<file path="config.mk">
export PLATFORM = sky130hd
export DESIGN_NAME = eh2_exu_redirect_ctl
export DESIGN_NICKNAME = d
export VERILOG_FILES = /design/src/rtl/eh2_exu_redirect_ctl.sv
export SDC_FILE = /design/constraint.sdc
export NUM_CORES = 1
export LEC_CHECK = 0
export CORE_UTILIZATION = 40
export DETAILED_ROUTE_END_ITERATION = 6
export PLACE_DENSITY_LB_ADDON = 0.3
export SKIP_LAST_GASP = 1
export SLEW_MARGIN = 20
export SYNTH_ARGS = -nofsm -noshare
export SYNTH_HDL_FRONTEND = slang
export SYNTH_SLANG_ARGS = --single-unit
</file>
<file path="constraint.sdc">
create_clock -name clk -period 4.1 [get_ports clk]
set_input_delay 0.82 -clock clk [delete_from_list [all_inputs] [get_ports clk]]
set_output_delay 0.82 -clock clk [all_outputs]
set_load 0.005 [all_outputs]
</file>
<file path="src/rtl/eh2_exu_redirect_ctl.sv">
// Consumer-side control for the ALU branch-resolution outputs. It holds one pending
// fetch redirect per thread, arbitrates them onto the IFU port, and queues BHT updates.

module eh2_exu_redirect_thr (
  input  logic        clk,
  input  logic        rst_l,
  input  logic        flush_up0,
  input  logic        flush_up1,
  input  logic        flush_low,
  input  logic [30:0] path_i0,
  input  logic [30:0] path_i1,
  input  logic        protect,
  input  logic        retire,
  output logic        pend,
  output logic [30:0] path
);

  // Lower flush wins. An upper flush re-arms the thread even while it retires.
  // The path is frozen only while the thread sits on the IFU port unaccepted.
  always_ff @(posedge clk or negedge rst_l) begin
    if (!rst_l) begin
      pend <= 1'b0;
      path <= '0;
    end else if (flush_low) begin
      pend <= 1'b0;
    end else if (flush_up0 | flush_up1) begin
      pend <= 1'b1;
      if (!protect) path <= flush_up0 ? path_i0 : path_i1;
    end else if (retire) begin
      pend <= 1'b0;
    end
  end

endmodule

module eh2_exu_redirect_ctl #(
  parameter int NUM_THREADS = 2,
  parameter int BHT_ADDR_W  = 8,
  parameter int UPD_DEPTH   = 4
) (
  input  logic                   clk,
  input  logic                   rst_l,
  input  logic [NUM_THREADS-1:0] flush_upper_i0,
  input  logic [30:0]            flush_path_i0,
  input  logic [NUM_THREADS-1:0] flush_upper_i1,
  input  logic [30:0]            flush_path_i1,
  input  logic [NUM_THREADS-1:0] flush_lower,
  input  logic                   upd_valid_i0,
  input  logic [BHT_ADDR_W+3:0]  upd_i0,
  input  logic                   upd_valid_i1,
  input  logic [BHT_ADDR_W+3:0]  upd_i1,
  input  logic                   redir_ready,
  output logic                   redir_valid,
  output logic                   redir_tid,
  output logic [30:0]            redir_path,
  output logic                   bht_upd_valid,
  output logic [BHT_ADDR_W+3:0]  bht_upd,
  output logic                   bht_drop
);

  localparam int UW = BHT_ADDR_W + 4;
  localparam int AW = $clog2(UPD_DEPTH);

  // ---------------- redirect side ----------------
  logic [1:0]       fu0, fu1, fl;
  logic [1:0]       pend;
  logic [1:0][30:0] path;
  logic             lock_on, lock_tid, rr, sel, accept;

  assign fu0 = 2'(flush_upper_i0);
  assign fu1 = 2'(flush_upper_i1);
  assign fl  = 2'(flush_lower);

  for (genvar t = 0; t < 2; t++) begin : g_thr
    if (t < NUM_THREADS) begin : g_on
      eh2_exu_redirect_thr u_thr (
        .clk       (clk),
        .rst_l     (rst_l),
        .flush_up0 (fu0[t]),
        .flush_up1 (fu1[t]),
        .flush_low (fl[t]),
        .path_i0   (flush_path_i0),
        .path_i1   (flush_path_i1),
        .protect   (redir_valid & ~redir_ready & (sel == 1'(t))),
        .retire    (accept & (sel == 1'(t))),
        .pend      (pend[t]),
        .path      (path[t])
      );
    end else begin : g_off
      assign pend[t] = 1'b0;
      assign path[t] = '0;
    end
  end

  // A presented request stays put via the lock. Otherwise round-robin breaks ties.
  always_comb begin
    if (lock_on)     sel = lock_tid;
    else if (&pend)  sel = rr;
    else             sel = pend[1];
  end

  assign redir_valid = |pend;
  assign accept      = redir_valid & redir_ready;
  assign redir_tid   = redir_valid & sel;
  assign redir_path  = redir_valid ? path[sel] : '0;

  always_ff @(posedge clk or negedge rst_l) begin
    if (!rst_l) begin
      lock_on  <= 1'b0;
      lock_tid <= 1'b0;
      rr       <= 1'b0;
    end else begin
      if (accept || (lock_on && fl[lock_tid])) begin
        lock_on <= 1'b0;
      end else if (redir_valid && !fl[sel]) begin
        lock_on  <= 1'b1;
        lock_tid <= sel;
      end
      if (accept) rr <= ~sel;
    end
  end

  // ---------------- BHT update FIFO ----------------
  logic [UPD_DEPTH-1:0][UW-1:0] mem;
  logic [AW-1:0]                wr_ptr, rd_ptr;
  logic [AW:0]                  count, free;
  logic                         pop_mem, head_v, s0v, s1v, keep0, keep1;
  logic [UW-1:0]                head, s0d, s1d;

  // The output register takes the oldest of stored plus incoming entries. Whatever
  // is left is stored in order i0 then i1, and the stored entries are capped at capacity.
  always_comb begin
    pop_mem = (count != '0);
    head_v  = pop_mem | upd_valid_i0 | upd_valid_i1;
    head    = '0;
    s0v     = 1'b0;
    s1v     = 1'b0;
    s0d     = upd_i0;
    s1d     = upd_i1;
    if (pop_mem) begin
      head = mem[rd_ptr];
      s0v  = upd_valid_i0 | upd_valid_i1;
      s0d  = upd_valid_i0 ? upd_i0 : upd_i1;
      s1v  = upd_valid_i0 & upd_valid_i1;
    end else if (upd_valid_i0) begin
      head = upd_i0;
      s0v  = upd_valid_i1;
      s0d  = upd_i1;
    end else if (upd_valid_i1) begin
      head = upd_i1;
    end
    free  = (AW+1)'(UPD_DEPTH) - count + (AW+1)'(pop_mem);
    keep0 = s0v && (free != '0);
    keep1 = s1v && (free >= (AW+1)'(2));
  end

  always_ff @(posedge clk or negedge rst_l) begin
    if (!rst_l) begin
      wr_ptr        <= '0;
      rd_ptr        <= '0;
      count         <= '0;
      bht_upd_valid <= 1'b0;
      bht_upd       <= '0;
      bht_drop      <= 1'b0;
    end else begin
      bht_upd_valid <= head_v;
      bht_upd       <= head;
      bht_drop      <= (s0v & ~keep0) | (s1v & ~keep1);
      if (pop_mem) rd_ptr <= rd_ptr + AW'(1);
      wr_ptr <= wr_ptr + AW'(keep0) + AW'(keep1);
      count  <= count - (AW+1)'(pop_mem) + (AW+1)'(keep0) + (AW+1)'(keep1);
    end
  end

  always_ff @(posedge clk) begin
    if (keep0) mem[wr_ptr]          <= s0d;
    if (keep1) mem[wr_ptr + AW'(1)] <= s1d;
  end

endmodule
</file>
==> out/results.txt <==
The critical path is of the register to primary output type. Of the synthesized area, sequential elements account for 44.79%. After Yosys synthesis, and, or, nand and nor cells account for 11.53% of the synthesized area. Area added between synthesis and finish: 32.12%.

For this run, the detailed router's first-pass iteration total came to 7. The area share of the leading cell type in the synthesized netlist came out at 31.18%. STA classifies the critical path endpoint as a primary output. The detailed-route wire length per cell works out to 18.94 um. The peak fanout along the critical path works out to 35. The checks that failed: design-rule violations. At the later pin of the worst-skew pair, clock insertion delay measures 0.43 ns. The number of antenna violations at the first check in global routing is 0, and the die span in x is 134.9 um. The tools report the post-cts gate resize count as 0.

Instance count of the mapped netlist: 655. For this design, the sink count on the clock tree is 136. The worst pin sits at a relative slew slack of 18.54%.

Of the total synthesized cell area, the portion taken by XOR and XNOR cells is 1.116%. In this run the critical register-to-register path is launched from count[1]. For the pin with the worst max-slew slack, the measured transition is 1.217 ns. The critical path starts at g_thr[0].g_on.u_thr.pend. The summed area of non-filler cells in the final layout is 9330 um^2, and the portion of netlist area occupied by mux cells is 23.90%.

After global routing, the most crowded layer is met2. Clock-pin slew was measured on the worst setup and hold paths at 0.06 ns. Setup repair after global routing left no endpoint under its margin.

The tools report the clock tree buffer depth as 2. Ranked by total cell area, the synthesized netlist is headed by dfrtp_1 31%, mux2_2 19%, dfxtp_1 14%. The data required time at the worst endpoint is 3.28 ns, and the number of buffers created by CTS is 17.

After synthesis the cells add up to 7062 um^2. The number of placed I/O pins was 144; the final hold violation count was 0. The share of post-route cells with drive strength above 1 is 24.44%. The floorplan step defined a die boundary enclosing 18190 um^2. Root buffer selected by CTS: clkbuf_16. The met2 global-route usage is 38.14%.

For the number of max-slew violations in the final report, the log shows 0. In this run the static leakage power is 3.790 nW. The power density of the placed cells works out to 687.4 nW/um^2. The standard-cell row count was 48. In the global route stage, met1 resource usage came out at 26.71%. For met3 alone, demand over resource in global routing was 5.105%. The tools report the signal arrival time at the worst endpoint as 2.54 ns. The repair_antennas step left the layout with diodes totalling 0. The run gives 1445 as the count of fill cells added during filler insertion. Counting flops with a built-in enable in the synthesized netlist gives 0.

The adder-cell area share of the yosys netlist is 0.8150%. STA classifies the critical path startpoint as a register. The first global-routing pass estimated 31170 um of wire. The H-tree was split into 4 levels. The weighted congestion at the end of routability-driven global placement was 0.8319; the number of buffers inserted for hold repair after clock tree synthesis was 0. The number of global-route vias before repair is 6111, and the post-route fraction of the period consumed by the critical path is 82.00%. Once placement finished, the instance area stood at 8731 um^2. Final layout net count: 890. The leading register cell type out of synthesis was dfrtp_1. The mean cell area of the mapped netlist came out at 10.78 um^2. The tools report the final cell count without fillers as 1027. After synthesis, the netlist uses 58 different library cells. The area of the core was 17300 um^2. Of all flip-flops after synthesis, the portion carrying an async set or reset was 64.71%.

Summing over every cut layer, the via total after detailed routing is 5850. VDD sags by at most 545.9 uV. The run finished, with violations left. The logs give 89 for the maximum number of pins on one net before global-route repair and 0 for the buffer count from post-CTS setup fixing.

At the end of the flow the core is filled with cells to 53.94%. Across the routed clock network, the largest skew measured is 0.005163 ns. After synthesis, the largest family of logic cells by area is multiplexers. During placement, the flow inserted port buffers numbering 143.

In the routed layout, each cell is associated on average with a via count of 5.696. In the routed design, unresolved DRC markers number 12. Counting tap cells, the placed design contains a total of 995 instances. The remaining number of nets flagged by the antenna check after routing was 0; the fraction of the mapped netlist area in compound gates was 14.26%. For this run, the number of Yosys warnings is 0. The detailed-route wire length is 19450 um, and the final setup violation count is 0. TritonCTS built the clock tree.

The tools report the effective utilization at floorplan as 40.83%. The run gives 12540 um as the final HPWL from detailed placement. The die is 134.9 um tall. Synthesis produced a netlist with a net count of 756.

Total area of sequential cells: 3163 um^2. The number of flip-flops and latches in the synthesized netlist is 136, and the area used by multi-input combinational logic is 3681 um^2. Setup total negative slack on the finished layout was measured at 0 ns. The logs give 0 for the max-cap violation count and 400 for the number of DRC violations after detailed-routing iteration 0. Of all cell types, the one taking the most synthesized area is dfrtp_1.

The tools report the overall overflow remaining after global route as 0. The min-delay analysis places its worst path in the category input port to asynchronous set/reset pin. The total global routing track utilization is 22.34%. Timing would allow up to 0.2974 GHz. For the finished layout, the period the worst path requires is 3.362 ns.
-- worst paths after layout --
kind                                                end  slack, ns  depth (start not counted)
max reg2reg                                    count[2]       0.79                         11
max in group asynchronous  g_thr[0].g_on.u_thr.path[25]       3.09                          1
min reg2reg                                     mem[37]       0.48                          1
min in group clk                                mem[37]       0.48                          1
max                                      redir_path[23]       0.74                          6
min                         g_thr[1].g_on.u_thr.path[8]       0.46                          1
-- critical path, cell delays in order, from the launching register on --
cell and delay (ns):
dfrtp_1 0.37, nor2b_1 0.30, o31a_1 0.16, buf_4 0.39
nand2_1 0.13, a21oi_1 0.22, clkdlybuf4s50_1 0.54
-- synthesized netlist by cell type, drive strengths merged (2+ instances only) --
| cell | number |
|---|---|
| o31ai | 2 |
| mux2 | 125 |
| nand4 | 2 |
| xnor2 | 8 |
| dfxtp | 48 |
| nor2b | 4 |
| a211oi | 4 |
| ha | 3 |
| buf | 20 |
| o22ai | 4 |
| dfrtp | 88 |
| or4 | 2 |
| a221o | 48 |
| mux4 | 12 |
| nor3 | 3 |
| a21oi | 38 |
| a32o | 2 |
| a22oi | 4 |
| o21ai | 5 |
| o211ai | 2 |
| a31oi | 12 |
| inv | 5 |
| nand2 | 97 |
| and3 | 26 |
| nor2 | 42 |
| or3 | 2 |
| clkbuf | 29 |
-- placed cells by master, fill, tap and decap left out, types with 4 or more instances in the layout --
cell | netlist | layout
mux2_1 | 6 | 6
mux2_2 | 119 | 119
buf_4 | 2 | 21
clkinv_2 | 0 | 4
clkdlybuf4s50_1 | 0 | 142
a31oi_1 | 12 | 12
a21oi_1 | 38 | 38
dfrtp_1 | 88 | 88
a22oi_1 | 4 | 4
nor2_1 | 42 | 41
nand2_1 | 97 | 97
nor2b_1 | 4 | 4
a221o_1 | 47 | 47
clkinvlp_4 | 0 | 4
inv_1 | 5 | 5
dfxtp_1 | 48 | 48
and3_1 | 24 | 24
o22ai_1 | 4 | 4
clkbuf_16 | 0 | 17
xnor2_1 | 8 | 8
o21ai_0 | 5 | 5
mux4_2 | 12 | 12
-- logic make-up after synthesis --
| family | after synthesis |
|---|---|
| xor+xnor | 9 |
| fa+ha+maj | 4 |
| mux | 138 |
| flops | 136 |
| buf+inv | 54 |
| simple gates | 184 |
| compound gates | 129 |
| other cells | 1 |
-- metal layers --
| metal | share of wire [%] | wire (um) |
|---|---|---|
| met5 | 0 | 0 |
| met3 | 7.5 | 1453 |
| met4 | 2.8 | 536 |
| met1 | 42 | 8100 |
| met2 | 48 | 9360 |
-- state kept, by name (all words and copies together), names as in the netlist --
signal	cells
g_thr.g_on.u_thr.path	62
mem	48
bht_upd	12
count	3
g_thr.g_on.u_thr.pend	2
rd_ptr	2
wr_ptr	2
bht_drop	1
bht_upd_valid	1
lock_on	1
lock_tid	1
rr	1
-- power breakdown --
group / switching (W) / internal, W
sequential: 0.000361 / 0.00186
clock: 0.000581 / 0.000962
combinational: 0.00124 / 0.00142
-- area by class of cell --
cell class              instances  share of cell area [%]
clock buffers                  18                   4.707
clock inverters                14                   1.676
inverters                       5                  0.2012
multi-input cells             465                   39.45
flip-flops and latches        136                   33.90
well taps                     225                   3.017
repair buffers                164                   17.04
-- through the flow --
step	worst slack [ns]	power [W]	hold slack, ns
after CTS	0.7229	0.006440	0.4816
after global routing	0.5584	0.006809	0.4947
final	0.7378	0.006414	0.4600
after detailed placement	0.6233	0.004881	0.4669
after floorplan	1.183	0.003856	0.4495
after global placement	0.6911	0.004783	0.4628
Power figures use the tool's default switching activity.
